**config.mk**
```make
export PLATFORM = sky130hd
export DESIGN_NAME = status_reg
export DESIGN_NICKNAME = d
export VERILOG_FILES = /design/src/rtl/status_reg.sv
export SDC_FILE = /design/constraint.sdc
export NUM_CORES = 1
export LEC_CHECK = 0
export ABC_AREA = 0
export CORE_MARGIN = 10
export CORE_UTILIZATION = 23
export CTS_CLUSTER_SIZE = 16
export DETAILED_ROUTE_END_ITERATION = 16
export GPL_TIMING_DRIVEN = 0
export PLACE_DENSITY = 0.75
export RECOVER_POWER = 100
export SLEW_MARGIN = 25
export SYNTH_ARGS = -nofsm -noshare
export SYNTH_HDL_FRONTEND = slang
export SYNTH_SLANG_ARGS = --single-unit
```
**constraint.sdc**
```tcl
create_clock -name clk -period 1.5 [get_ports clk]
set_input_delay 0.45 -clock clk [delete_from_list [all_inputs] [get_ports clk]]
set_output_delay 0.45 -clock clk [all_outputs]
set_load 0.01 [all_outputs]
```
**src/rtl/status_reg.sv**
```systemverilog
// status_reg: 6502 processor status (P) register.
// Holds N, V, D, I, Z, C; derives ALU flags from the ALU result,
// services PHP/PLP/RTI/BRK and evaluates conditional-branch tests.
module status_reg (
    input  logic       clk,
    input  logic       reset_n,
    input  logic [7:0] alu_a,
    input  logic [7:0] alu_b,
    input  logic [7:0] alu_f,
    input  logic       alu_co,
    input  logic       alu_sub,
    input  logic       en_nz,
    input  logic       en_c,
    input  logic       en_v,
    input  logic       bit_mode,
    input  logic [2:0] flag_op,
    input  logic       ld_p,
    input  logic [7:0] db,
    input  logic       irq_take,
    input  logic       brk_in,
    input  logic [2:0] cond,
    output logic [7:0] p_push,
    output logic       c_out,
    output logic       d_out,
    output logic       i_out,
    output logic       br_taken
);

    // Explicit flag set/clear instruction codes
    localparam logic [2:0] OP_NONE = 3'd0;
    localparam logic [2:0] OP_CLC  = 3'd1;
    localparam logic [2:0] OP_SEC  = 3'd2;
    localparam logic [2:0] OP_CLI  = 3'd3;
    localparam logic [2:0] OP_SEI  = 3'd4;
    localparam logic [2:0] OP_CLD  = 3'd5;
    localparam logic [2:0] OP_SED  = 3'd6;
    localparam logic [2:0] OP_CLV  = 3'd7;

    // Stored flags
    logic n_reg, v_reg, d_reg, i_reg, z_reg, c_reg;
    logic n_next, v_next, d_next, i_next, z_next, c_next;

    // ALU-derived flag candidates
    logic n_alu, v_alu, z_alu;
    logic b7_eff;

    // Only the sign bits of the operands matter for overflow detection
    logic unused_operand_bits;
    assign unused_operand_bits = ^{alu_a[6:0], alu_b[5:0]};

    // Derive N/Z/V candidates from the ALU operands and result
    always_comb begin
        z_alu  = (alu_f == 8'h00);
        b7_eff = alu_b[7] ^ alu_sub;
        if (bit_mode) begin
            n_alu = alu_b[7];
            v_alu = alu_b[6];
        end else begin
            n_alu = alu_f[7];
            // Signed overflow: operands agree in sign, result disagrees
            v_alu = (alu_a[7] == b7_eff) && (alu_f[7] != alu_a[7]);
        end
    end

    // Next N and Z: stack load wins, otherwise ALU update when enabled
    always_comb begin
        n_next = n_reg;
        z_next = z_reg;
        if (ld_p) begin
            n_next = db[7];
            z_next = db[1];
        end else if (en_nz) begin
            n_next = n_alu;
            z_next = z_alu;
        end
    end

    // Next C: stack load, then CLC/SEC, then ALU carry-out
    always_comb begin
        c_next = c_reg;
        if (ld_p) begin
            c_next = db[0];
        end else if (flag_op == OP_CLC) begin
            c_next = 1'b0;
        end else if (flag_op == OP_SEC) begin
            c_next = 1'b1;
        end else if (en_c) begin
            c_next = alu_co;
        end
    end

    // Next V: stack load, then CLV, then ALU overflow / BIT bit 6
    always_comb begin
        v_next = v_reg;
        if (ld_p) begin
            v_next = db[6];
        end else if (flag_op == OP_CLV) begin
            v_next = 1'b0;
        end else if (en_v) begin
            v_next = v_alu;
        end
    end

    // Next D: stack load, then CLD/SED
    always_comb begin
        d_next = d_reg;
        if (ld_p) begin
            d_next = db[3];
        end else if (flag_op == OP_CLD) begin
            d_next = 1'b0;
        end else if (flag_op == OP_SED) begin
            d_next = 1'b1;
        end
    end

    // Next I: interrupt entry always masks, even over a stack load or CLI
    always_comb begin
        i_next = i_reg;
        if (irq_take) begin
            i_next = 1'b1;
        end else if (ld_p) begin
            i_next = db[2];
        end else if (flag_op == OP_CLI) begin
            i_next = 1'b0;
        end else if (flag_op == OP_SEI) begin
            i_next = 1'b1;
        end
    end

    // Flag storage; reset leaves interrupts masked
    always_ff @(posedge clk or negedge reset_n) begin
        if (!reset_n) begin
            n_reg <= 1'b0;
            v_reg <= 1'b0;
            d_reg <= 1'b0;
            i_reg <= 1'b1;
            z_reg <= 1'b0;
            c_reg <= 1'b0;
        end else begin
            n_reg <= n_next;
            v_reg <= v_next;
            d_reg <= d_next;
            i_reg <= i_next;
            z_reg <= z_next;
            c_reg <= c_next;
        end
    end

    // Branch test: cond[2:1] picks the flag, cond[0] picks the polarity
    always_comb begin
        logic sel_flag;
        sel_flag = n_reg;
        case (cond[2:1])
            2'b00:   sel_flag = n_reg;
            2'b01:   sel_flag = v_reg;
            2'b10:   sel_flag = c_reg;
            default: sel_flag = z_reg;
        endcase
        br_taken = ~(sel_flag ^ cond[0]);
    end

    // Stack image: bit 5 reads as 1, bit 4 reflects BRK vs hardware IRQ
    assign p_push = {n_reg, v_reg, 1'b1, brk_in, d_reg, i_reg, z_reg, c_reg};
    assign c_out  = c_reg;
    assign d_out  = d_reg;
    assign i_out  = i_reg;

endmodule

```
==> results.py <==
metrics = {
    "clock_tree": {
        "clk_latency_ps": 250,
        "clock-sinks": 6,
        "htree_levels": 1,
        "cts_tree": "done",
        "cts-root-buf": "clkbuf_4",
        "cts_buffers": 3,
        "cts_max_path_buffers": 2,
        "clkSlewWorstSetupHoldPaths_ps": 50,
    },
    "setup_path": {
        "start_kind": "flop",
        "arrival_ps": 1420,
        "cp_top_family": "multiplexers",
        "crit_fanout": 2,
        "rr_endpoint": "i_out",
        "rr_startpoint": "i_out",
        "cp_cell_sequence": "mux4_2 -> xnor2_2 -> buf_2",
        "crit_required_ps": 1050,
        "max_stage_delay_ps": 510,
        "r2r_setup_slack_ps": 300,
        "crit_path_top_delay_cell": "mux4_2",
        "worstRegToRegCells": 5,
        "critPathLaunch": "z_reg",
        "crit_path_end_kind": "output port",
        "path_class": "reg2out",
        "crit_buf_inv": 1,
    },
    "power_and_ir_drop": {
        "power_frac_seq": 0.292,
        "p_clk_frac": 0.263,
        "total_power_mw": 0.636,
        "internal_power_mw": 0.457,
        "leakagePower_nw": 0.483,
        "switching_share": 0.281,
        "comb_power_share": 0.445,
        "powerDensity_nw_per_um2": 623,
        "vdd_ir_drop_max_v": 0.000409,
        "switchingPower_mw": 0.179,
    },
    "floorplanning": {
        "fp.dieH_um": 66.4,
        "start_util": 0.247,
        "num_io_pins": 61,
        "fp-row-count": 16,
        "core_area_um2": 2000,
        "die-area_um2": 4410,
        "die_w_um": 66.4,
    },
    "final_layout": {
        "area_growth_syn_to_layout_pct": 106,
        "layout-drive-gt1-share": 0.283,
        "fin_nets": 163,
        "diodes": 0,
    },
    "logic_synthesis": {
        "yosys.area.top_type": "dfrtp_1",
        "synth_area_leaders": "dfrtp_1 25%, buf_4 12%, mux2i_1 6.1%",
        "yosysWarnings": 0,
        "ys_ff_latch": 6,
        "synth-seq-area-share": 0.306,
        "synth_top_flop_cell": "dfrtp_1",
        "synth_top_area_frac": 0.253,
        "ys_types": 25,
        "synth_nets": 107,
        "async_reset_ff_frac": 1.00,
        "avgSynthCellArea_um2": 8.54,
        "synth_edf_count": 0,
        "syn_inst": 58,
        "syn_area_um2": 495,
    },
    "placement": {
        "gp_congestion": 0.755,
        "hpwl_um": 1620,
        "io_buffers": 43,
    },
    "drt": {
        "drtIter0Drc": 17,
        "ant_nets": 0,
        "dr_total_vias": 625,
        "dr.pass1.iters": 4,
        "remaining_drc_errors": 0,
        "wire_per_inst_um": 14.5,
        "drt_wl_total_um": 2030,
        "vias_per_cell": 4.46,
    },
    "status": {
        "status": "complete, but fails checks",
        "failed_checks": "setup timing",
    },
    "sta": {
        "hold_viol": 0,
        "finClkSkew_ps": 0,
        "slew_viol_final": 0,
        "setup_violations": 2,
        "rsz0062_at_grt": "yes",
        "worst_slack_ps": -368,
        "min_period_ps": 1870,
        "fmax_ghz": 0.535,
        "setup-tns-final_ps": -389,
        "post-route-period-util": 1.25,
    },
    "min_path": {
        "hold_path.class": "in2async",
    },
    "global_route": {
        "grt_pass1_wl_um": 2930,
        "grt_use_total": 0.0874,
        "grt_max_degree": 11,
        "grt_pass1_vias": 631,
        "antenna_found_initial": 0,
        "grt_remaining_overflow": 0,
    },
    "run": {
        "max_cap_viol_count": 0,
    },
}
==> layer usage <==
| layer | up-vias | routed length, µm | track usage |
|---|---|---|---|
| met1 | 294 | 822 | 0.0920 |
| met4 | 0 | 7 | 0.0314 |
| met2 | 22 | 1100 | 0.161 |
| li1 | 307 | - | - |
| met5 | - | 0 | 0 |
| met3 | 2 | 92 | 0.0220 |
==> logic make-up (layout without fill, tap and decap cells) <==
kind of cell | count (synthesis) | count (layout) | synth area share
AND/OR/NAND/NOR | 19 | 19 | 0.217
XOR/XNOR | 2 | 2 | 0.0354
AO/OA/AOI/OAI | 15 | 15 | 0.182
other | 1 | 1 | 0.00757
flip-flops | 6 | 6 | 0.306
multiplexers | 4 | 4 | 0.106
buffers and inverters | 11 | 66 | 0.146
==> how the worst max path moves through the flow <==
stage | endpoint | cells past startpoint
after global placement | br_taken | 4
after detailed placement | br_taken | 4
final | br_taken | 3
after CTS | br_taken | 3
after floorplan | br_taken | 2
after global routing | br_taken | 3
==> power by group through the flow <==
stage / Clock (mW) / Combinational [mW] / Sequential (mW)
after global placement: 0 / 0.268 / 0.194
final: 0.167 / 0.283 / 0.186
after global routing: 0.175 / 0.303 / 0.187
after CTS: 0.172 / 0.289 / 0.186
after floorplan: 0 / 0.101 / 0.195
after detailed placement: 0 / 0.274 / 0.195
==> stage by stage <==
stage | hold WS (ps) | setup WS (ps) | util | instances | instance area (µm²)
floorplan | 154 | -85.0 | - | 58 | 503
global placement | 529 | -1090 | 0.483 | 128 | 967
detailed placement | 532 | -1130 | 0.483 | 128 | 967
CTS | 442 | -399 | 0.511 | 140 | 1020
global route | 530 | -412 | 0.511 | 140 | 1020
finish | 514 | -368 | 0.511 | 140 | 1020
==> cells in the final DEF (no fill, tap or decap), types with 2 or more instances in the layout <==
cell type	instances
clkdlybuf4s15_1	2
o21ai_0	5
mux2i_1	3
buf_6	2
nor2b_1	2
buf_4	13
dlymetal6s2s_1	2
clkbuf_4	4
nor3_1	2
clkdlybuf4s50_1	26
a21oi_1	4
nor2_1	3
nand2b_1	2
dlygate4sd2_1	3
nand2_1	6
dlygate4sd3_1	2
inv_1	2
dfrtp_1	5
nor4_1	2
clkbuf_2	5
buf_2	4
==> cell type report <==
type	count	area, µm²
inverter	2	7.51
fill	195	980
sequential	6	151
timing repair buffer	52	467
tap	27	33.8
clock buffer	4	26.3
multi-input combinational	41	279
buffer	8	57.6
==> Yosys cell counts (2+ instances only) <==
library cell and number:
mux2i_1 3, o21ai_0 5, nand2b_1 2, nand2_1 6
xnor2_1 2, a21oi_1 4, inv_1 2, nor2b_1 2
buf_4 8, nor3_1 2, dfrtp_1 5, nor4_1 2
nor2_1 3
==> timing repair <==
item	4_1_cts	5_1_grt
resized for setup	42	2
endpoints found under the setup margin	11	4
pin swaps	1	1
hold buffers	0	0
setup buffers	8	1
endpoints found under the hold margin	0	0
Note: power is estimated with default switching activity, not from simulation.
